<file path="config.mk">
export PLATFORM = sky130hd
export DESIGN_NAME = dma_tx_sm
export DESIGN_NICKNAME = d
export VERILOG_FILES = /design/src/rtl/dma_tx_sm.sv
export SDC_FILE = /design/constraint.sdc
export NUM_CORES = 1
export LEC_CHECK = 0
export BUFFER_PORTS_ARGS = -buffer_cell sky130_fd_sc_hd__buf_2
export CORE_MARGIN = 5
export CORE_UTILIZATION = 47
export DETAILED_ROUTE_END_ITERATION = 8
export GPL_TIMING_DRIVEN = 0
export HOLD_SLACK_MARGIN = 0.06
export PLACE_DENSITY = 0.86
export SLEW_MARGIN = 20
export SYNTH_ARGS = -nofsm -noshare
export SYNTH_HDL_FRONTEND = slang
export SYNTH_SLANG_ARGS = --single-unit
</file>
<file path="constraint.sdc">
create_clock -name hclk -period 4.2 [get_ports hclk]
set_input_delay 1.05 -clock hclk [delete_from_list [all_inputs] [get_ports hclk]]
set_output_delay 1.05 -clock hclk [all_outputs]
set_load 0.02 [all_outputs]
</file>
<file path="src/rtl/dma_tx_sm.sv">
// DMA write-side state machine: drains the DMA byte buffer to the destination
// using AHB word writes or APB byte writes, one pop per data phase/access.
module dma_tx_sm #(
  parameter int unsigned BUF_W  = 4,
  parameter int unsigned XFER_W = 16
) (
  input  logic              hclk,
  input  logic              n_hreset,
  input  logic              xfer_start,
  input  logic              target_apb,
  input  logic              rd_wait_write,
  input  logic [BUF_W-1:0]  buf_count,
  input  logic [XFER_W-1:0] xfer_left,
  input  logic              hready,
  input  logic              ahb_grant,
  input  logic              pready,
  input  logic              double_clk,
  input  logic              abort,
  output logic              ahb_req,
  output logic              ahb_wr_addr,
  output logic              psel,
  output logic              penable,
  output logic              buf_pop,
  output logic [2:0]        pop_bytes,
  output logic              write_complete,
  output logic              wr_done,
  output logic [4:0]        dma_write_state
);

  typedef enum logic [4:0] {
    WIdle      = 5'd0,
    WWaitData  = 5'd1,
    WAhbReq    = 5'd2,
    WAhbAddr   = 5'd3,
    WAhbData   = 5'd4,
    WApbSetup  = 5'd5,
    WApbEnable = 5'd6,
    WBlockDone = 5'd7,
    WFinish    = 5'd8
  } state_e;

  state_e           r_state, w_state_d;
  logic             r_phase, w_phase_d;
  logic             r_abort_pend, w_abort_pend_d;
  logic             w_apb_state;
  logic             w_phase_done;
  logic [2:0]       w_ahb_beat;
  logic [2:0]       w_beat;
  logic [BUF_W-1:0] w_rem;

  // AHB beat is the smallest of a word, what the buffer holds and what is left.
  always_comb begin
    w_ahb_beat = 3'd4;
    if (buf_count < BUF_W'(4)) w_ahb_beat = buf_count[2:0];
    if (xfer_left < XFER_W'(w_ahb_beat)) w_ahb_beat = xfer_left[2:0];
  end

  assign w_apb_state  = (r_state == WApbSetup) || (r_state == WApbEnable);
  assign w_beat       = w_apb_state ? 3'd1 : w_ahb_beat;
  assign w_rem        = buf_count - BUF_W'(w_beat);
  assign w_phase_done = ~double_clk | r_phase;

  // Phase toggle saturates after the first hclk of a state; cleared on every entry.
  assign w_phase_d = (w_apb_state && (w_state_d == r_state)) ? (r_phase | double_clk) : 1'b0;

  always_comb begin
    w_state_d      = r_state;
    w_abort_pend_d = r_abort_pend;
    ahb_req        = 1'b0;
    ahb_wr_addr    = 1'b0;
    psel           = 1'b0;
    penable        = 1'b0;
    buf_pop        = 1'b0;
    pop_bytes      = 3'd0;
    write_complete = 1'b0;
    wr_done        = 1'b0;
    case (r_state)
      WIdle: begin
        w_abort_pend_d = 1'b0;
        if (xfer_start) w_state_d = WWaitData;
      end
      WWaitData: begin
        if (abort || (xfer_left == '0)) begin
          w_state_d = WFinish;
        end else if (rd_wait_write && (buf_count != '0)) begin
          w_state_d = target_apb ? WApbSetup : WAhbReq;
        end
      end
      WAhbReq: begin
        ahb_req = 1'b1;
        if (ahb_grant && hready) w_state_d = WAhbAddr;
        else if (abort)          w_state_d = WFinish;
      end
      WAhbAddr: begin
        ahb_req     = 1'b1;
        ahb_wr_addr = 1'b1;
        if (hready) w_state_d = WAhbData;
      end
      WAhbData: begin
        if (hready) begin
          buf_pop   = 1'b1;
          pop_bytes = w_beat;
          if (abort)            w_state_d = WFinish;
          else if (w_rem != '0) w_state_d = WAhbReq;
          else                  w_state_d = WBlockDone;
        end
      end
      WApbSetup: begin
        psel = 1'b1;
        if (abort)             w_state_d = WFinish;
        else if (w_phase_done) w_state_d = WApbEnable;
      end
      WApbEnable: begin
        psel    = 1'b1;
        penable = 1'b1;
        if (abort) w_abort_pend_d = 1'b1;
        // An abort never cuts an APB access short; it takes effect once it completes.
        if (pready && w_phase_done) begin
          buf_pop   = 1'b1;
          pop_bytes = 3'd1;
          if (abort || r_abort_pend) w_state_d = WFinish;
          else if (w_rem != '0)      w_state_d = WApbSetup;
          else                       w_state_d = WBlockDone;
        end
      end
      WBlockDone: begin
        write_complete = 1'b1;
        w_state_d      = (xfer_left == '0) ? WFinish : WWaitData;
      end
      WFinish: begin
        wr_done        = 1'b1;
        w_abort_pend_d = 1'b0;
        w_state_d      = WIdle;
      end
      default: begin
        w_state_d      = WIdle;
        w_abort_pend_d = 1'b0;
      end
    endcase
  end

  always_ff @(posedge hclk or negedge n_hreset) begin
    if (!n_hreset) begin
      r_state      <= WIdle;
      r_phase      <= 1'b0;
      r_abort_pend <= 1'b0;
    end else begin
      r_state      <= w_state_d;
      r_phase      <= w_phase_d;
      r_abort_pend <= w_abort_pend_d;
    end
  end

  assign dma_write_state = r_state;

endmodule

</file>
# Word level (Yosys, flattened, before mapping)
# Index checks and enable logic that the tools add are counted.
[op_classes]
add_sub_neg = 1
magnitude_cmp = 2
eq_ne = 10
muxes = 35
n_bitwise = 4
reduce_logical = 15
[op_table]
columns = ["cell", "count"]
rows = [
  ["$mux 5", 10],
  ["$pmux 5 s8", 1],
  ["$eq 5x3->1 const B", 4],
  ["$mux 3", 6],
  ["$logic_not 16->1", 1],
  ["$lt 16x3->1", 1],
  ["$mux 4", 3],
  ["$mux 1", 11],
  ["$eq 5x2->1 const B", 2],
  ["$reduce_bool 4->1", 2],
  ["$pmux 3 s2", 1],
  ["$reduce_or 6->1", 1],
  ["$eq 5x1->1 const B", 1],
  ["$eq 5x4->1 const B", 1],
  ["$eq 5x5->1", 1],
  ["$logic_not 5->1", 1],
  ["$logic_and 1x1->1", 4],
  ["$lt 4x3->1 const B", 1],
  ["$pmux 1 s2", 2],
  ["$reduce_or 2->1", 2],
  ["$sub 4x3->4", 1],
  ["$logic_or 1x1->1", 3],
  ["$mux 2", 1],
  ["$ne 2x2->1 const B", 1],
  ["other kinds (3)", 5],
]
[word_totals]
ff_bits = 7
in_bits = 30
out_inout_bits = 15
wordCells = 70

# Logic depth before layout (Yosys ltp)
[logic_depth]
ltp_word = 14
ltp_mapped = 13
mapped_depth_nobuf = 13

# Worst setup path after synthesis
# Ideal clock, no wire load.
[synth_path]
path_type = "input port to output port"
startpoint = "input buf_count[2]"
endpoint = "output pop_bytes[1]"
arrival_ns = 2.924
required_time_ns = 3.150
slack_ns = 0.226
cell_stages = 5
n_path_buf = 0
cell_sequence = "or4b_1 a21o_1 a211oi_4 mux2_2 nor3_1"
[synth_via]
elab_chain_cells = 7
[synth_lines]
columns = ["element", "line_no", "source"]
rows = [
  ["from (decl)", "12", "input logic [BUF_W-1:0] buf_count,"],
  ["$lt 4x3->1", "54", "if (buf_count < BUF_W'(4)) w_ahb_beat = buf_count[2:0];"],
  ["$mux 3 *", "54", ""],
  ["$lt 16x3->1", "55", "if (xfer_left < XFER_W'(w_ahb_beat)) w_ahb_beat = xfer_left[2:0];"],
  ["$mux 3 *", "55", ""],
  ["$mux 3 *", "59", "assign w_beat = w_apb_state ? 3'd1 : w_ahb_beat;"],
  ["$mux 3 *", "100", "if (hready) begin"],
  ["$pmux 3 s2 *", "77", "case (r_state)"],
  ["to (decl)", "24", "output logic [2:0] pop_bytes,"],
]
# Every way passes the cells marked *; elsewhere a longest branch is shown, timed or not.

# Final worst setup path
[layout_path]
startpoint = "input buf_count[3]"
endpoint = "register r_phase"
[layout_via]
elab_chain_cells = 14
elab_cells_between_ends = 21
cone_classes = "add/sub (1); order compare (2); eq/ne (1); mux (13); reduce/logical (4)"
[layout_lines]
columns = ["element", "line_no", "source"]
rows = [
  ["$lt 4x3->1", "54", ""],
  ["$mux 3", "54", ""],
  ["$lt 16x3->1", "55", ""],
  ["$mux 3", "55", ""],
  ["$mux 3", "59", ""],
  ["$sub 4x3->4", "60", "assign w_rem = buf_count - BUF_W'(w_beat);"],
  ["$reduce_bool 4->1", "104, 122", ""],
  ["$mux 3 or $mux 2 (tied branches)", "104, 122", ""],
  ["$mux 4 (on tied branches)", "103, 121", ""],
  ["$mux 5 (on tied branches)", "100, 118", ""],
  ["$pmux 5 s8 *", "77", ""],
  ["$eq 5x5->1 *", "64", "assign w_phase_d = (w_apb_state && (w_state_d == r_state)) ? (r_phase | double_clk) : 1'b0;"],
  ["$logic_and 1x1->1 *", "64", ""],
  ["$mux 1 *", "64", ""],
  ["named net w_phase_d", "43", "logic r_phase, w_phase_d;"],
  ["to (signal assigned)", "149", "r_phase <= w_phase_d;"],
  ["to (decl)", "43", ""],
]
# The timed path passes the listed nets; every way through them passes the cells marked *.
# A chain may end at the register's enable or synchronous reset.

==> flow_summary.json <==
{
  "run_status": "finished clean",
  "synth_top_cells_by_area": "sky130_fd_sc_hd__dfrtp_1 18%, sky130_fd_sc_hd__ha_1 6.3%, sky130_fd_sc_hd__nand3_1 5.5%, sky130_fd_sc_hd__nor2_1 4.9%, sky130_fd_sc_hd__nand2_1 4.5%",
  "drt_iter0_markers": 67,
  "area.growth.synth_to_final_pct": 30.6,
  "drive_above_1_share_pct": 31.2,
  "drt-pass1-iter-count": 4,
  "synthesis.area_per_instance_um2": 7.24,
  "power_frac_seq_pct": 33.5,
  "p_per_cell_area_mw_per_mm2": 169,
  "synth.most_common_cell": "sky130_fd_sc_hd__nor2_1",
  "vias": 1343,
  "internal_portion_of_total_power_uw": 137,
  "adder_cell_area_share_of_the_yosys_netlist_pct": 6.31,
  "design.die.area_mm2": 0.00313,
  "async_set_or_reset_flop_fraction_in_the_synthesized_netlist_pct": 100,
  "crit-reg2reg-launch": "dma_write_state[3]",
  "yosysSeqAreaShare_pct": 17.7,
  "drv.max_cap_violation_count": 0,
  "r2r_cells": 10,
  "hp-class": "in -> async",
  "final_cell_count_without_fillers": 213,
  "crit_fanout": 5,
  "placed_cells": 207,
  "synth_enable_flop_cells": 0,
  "timing_hold_violations_final": 0,
  "drt-vias-per-instance": 6.31,
  "worst_setup_slack_for_register_to_register_paths_ns": 0.96,
  "post_synth_top_area_cell": "sky130_fd_sc_hd__dfrtp_1",
  "cts.clk_slew.worst_paths_ns": 0.06,
  "clock_power_share_pct": 30.0,
  "placementRows": 16,
  "antenna_found_initial": 0,
  "fin_nets": 222,
  "max-vdd-ir-drop_uv": 107,
  "n_fill_cell": 176,
  "design.portCount": 45,
  "grt_max_degree": 11,
  "gpl.final_weighted_congestion": 0.897,
  "mappedNetlistArea_um2": 992,
  "die_y_um": 55.9,
  "initial_utilization_pct": 50.1,
  "post_dp_hpwl_mm": 2.77,
  "timing.max_slew.rel_slack_pct": 39.3,
  "tns_ns": 0,
  "chipWidth_um": 55.9,
  "insertion_delay_to_the_later_sink_of_the_worst_skew_pair_ns": 0.26,
  "max_clock_freq_mhz": 251,
  "crit-reg2reg-capture": "r_phase",
  "grt_pass1_wl_mm": 6.00,
  "cts_num_sinks": 7,
  "synth.area.mux_share_pct": 3.15,
  "finalCriticalPeriod_ns": 3.98,
  "grt_overflow_total": 0,
  "post_synth_and_or_nand_nor_area_fraction_pct": 46.7,
  "setup_viol": 0,
  "fin_worst_hold_slack_ns": 0.622,
  "sw_frac_of_total_pct": 37.5,
  "timing.critical_path.to_type": "flop",
  "postSynthNetCount": 172,
  "final_antenna_net_count": 0,
  "cts_tree": "yes",
  "ctsHoldBuffers": 0,
  "path_class": "in -> reg",
  "synth_top_family_by_area": "simple AND/OR/NAND/NOR gates",
  "number_of_buffers_on_the_longest_clock_path": 2,
  "synth.cells.most_frequent": "13 x sky130_fd_sc_hd__nor2_1, 12 x sky130_fd_sc_hd__nand2_1, 11 x sky130_fd_sc_hd__nand3_1",
  "postRouteWirelength_mm": 3.51,
  "timing_worst_slew_pin_value_ns": 0.909,
  "fin_crit_sh_pct": 94.8,
  "arrival_ns": 4.14,
  "synth-main-ff-cell": "sky130_fd_sc_hd__dfrtp_1",
  "postSynthRegisterBits": 7,
  "synth_compound_area_share_pct": 19.0,
  "post-route-drc-count": 0,
  "timing.clock.skew_ns": 0.00417,
  "via_count_of_the_first_global_routing_pass": 1347,
  "htree_num_levels": 1,
  "routedWlPerCell_um": 16.5,
  "finalMaxSlewViolations": 0,
  "netSwitchingPower_uw": 81.9,
  "portBuffers": 43,
  "synth_largest_type_area_fraction_pct": 17.7,
  "worst_ep_required_time_ns": 4.36,
  "ctsRootBufferMaster": "sky130_fd_sc_hd__clkbuf_4",
  "antenna_cells_inserted": 0,
  "combinationalPowerShare_pct": 36.5,
  "synth_xor_xnor_area_share_pct": 2.65,
  "rsz0062_at_grt": "no",
  "design.core.area_mm2": 0.00198,
  "synthesis.yosys.warnings": 0,
  "start_kind": "input pin",
  "grt_usage_pct": 23.0,
  "reported_leakage_power_uw": 0.000589,
  "netlist-cell-type-count": 47,
  "postSynthCellCount": 137,
  "numCtsBuffers": 3
}
## cells in the final DEF, fill, tap and decap left out, types with 2 or more instances in the layout
master and instances:
sky130_fd_sc_hd__nand3_1 11, sky130_fd_sc_hd__nor4_1 4, sky130_fd_sc_hd__clkbuf_1 6, sky130_fd_sc_hd__xor2_1 2, sky130_fd_sc_hd__buf_2 43, sky130_fd_sc_hd__nor3b_1 4
sky130_fd_sc_hd__mux2i_1 2, sky130_fd_sc_hd__nor3_1 8, sky130_fd_sc_hd__nand4_1 5, sky130_fd_sc_hd__nor2b_1 2, sky130_fd_sc_hd__nor4b_2 2, sky130_fd_sc_hd__o21bai_1 2
sky130_fd_sc_hd__o211ai_1 3, sky130_fd_sc_hd__a21oi_1 3, sky130_fd_sc_hd__a31oi_1 2, sky130_fd_sc_hd__nor2_1 12, sky130_fd_sc_hd__ha_1 5, sky130_fd_sc_hd__and3_1 3
sky130_fd_sc_hd__dfrtp_1 7, sky130_fd_sc_hd__nand2b_1 2, sky130_fd_sc_hd__buf_4 2, sky130_fd_sc_hd__or3_1 2, sky130_fd_sc_hd__nand2_1 12, sky130_fd_sc_hd__or4b_1 2
sky130_fd_sc_hd__or2_2 4, sky130_fd_sc_hd__nand3b_1 2, sky130_fd_sc_hd__inv_1 6, sky130_fd_sc_hd__o21ai_0 3, sky130_fd_sc_hd__clkbuf_4 3
## layer usage
metal	up-vias	part of all wire [%]	wire length (µm)	track usage (%)
li1	615	-	-	-
met1	620	38	1350	27.4
met2	88	50	1740	39.2
met3	20	8.7	305	5.10
met4	0	3.1	110	10.5
met5	-	0	0	0
## critical path, cell delays in order
cell                       delay, ns
sky130_fd_sc_hd__buf_2          0.14
sky130_fd_sc_hd__or4b_1         0.51
sky130_fd_sc_hd__a21o_1         0.22
sky130_fd_sc_hd__a211oi_4       0.24
sky130_fd_sc_hd__mux2_2         0.38
sky130_fd_sc_hd__or2_2          0.28
sky130_fd_sc_hd__ha_1           0.28
sky130_fd_sc_hd__nand2_1        0.10
sky130_fd_sc_hd__or4_1          0.41
sky130_fd_sc_hd__o21bai_1       0.16
sky130_fd_sc_hd__nor4b_2        0.08
sky130_fd_sc_hd__nor4b_2        0.29
## cell type report
cell class,count,area [µm²],area share [%]
Buffer,5,18.8,1.45
Clock buffer,4,26.3,2.03
Inverter,6,22.5,1.74
Multi-Input combinational cell,119,790,60.9
Sequential cell,7,175,13.5
Tap cell,27,33.8,2.61
Timing Repair Buffer,45,230,17.8
## how the worst max path moves through the flow
stage / slack [ns] / endpoint / startpoint
2_1_floorplan: 0.23 / pop_bytes[1] / buf_count[2]
4_1_cts: 0.05 / r_phase / buf_count[2]
3_3_place_gp: -0.09 / r_phase / buf_count[2]
5_1_grt: 0.02 / r_phase / buf_count[2]
3_5_place_dp: -0.18 / r_phase / buf_count[2]
6_report: 0.22 / r_phase / buf_count[3]
## logic make-up (layout without fill, tap and decap cells)
logic type / after synthesis / in the layout
other cells: 1 / 1
buf+inv: 11 / 60
mux: 3 / 3
fa+ha+maj: 5 / 5
compound gates: 25 / 25
simple gates: 82 / 82
xor+xnor: 3 / 3
flops: 7 / 7
## power by group through the flow
stage | logic (µW) | registers [µW] | clock network [µW]
after floorplan | 41.2 | 76.3 | 0
after global placement | 72.0 | 74.1 | 0
after detailed placement | 76.6 | 74.1 | 0
after CTS | 77.0 | 73.0 | 65.6
after global routing | 87.6 | 73.6 | 70.2
final | 79.8 | 73.1 | 65.5
## timing repair
item | CTS | global route
resized for setup | 0 | 3
buffers inserted | 0 | 2
setup endpoints to repair | 0 | 1
## through the flow
stage | cell area [µm²] | setup WS [ns] | util, % | power, µW
floorplan | 992 | 0.226 | - | 117
global placement | 1240 | -0.0860 | 62.6 | 146
detailed placement | 1240 | -0.178 | 62.6 | 151
CTS | 1270 | 0.0469 | 64.0 | 216
global route | 1300 | 0.0238 | 65.4 | 231
finish | 1300 | 0.217 | 65.4 | 218
## flip-flops by register name (all words and copies together) (netlist names)
register         count
dma_write_state      5
r_phase              1
r_abort_pend         1
No activity file was read; power rests on OpenSTA's default activity.
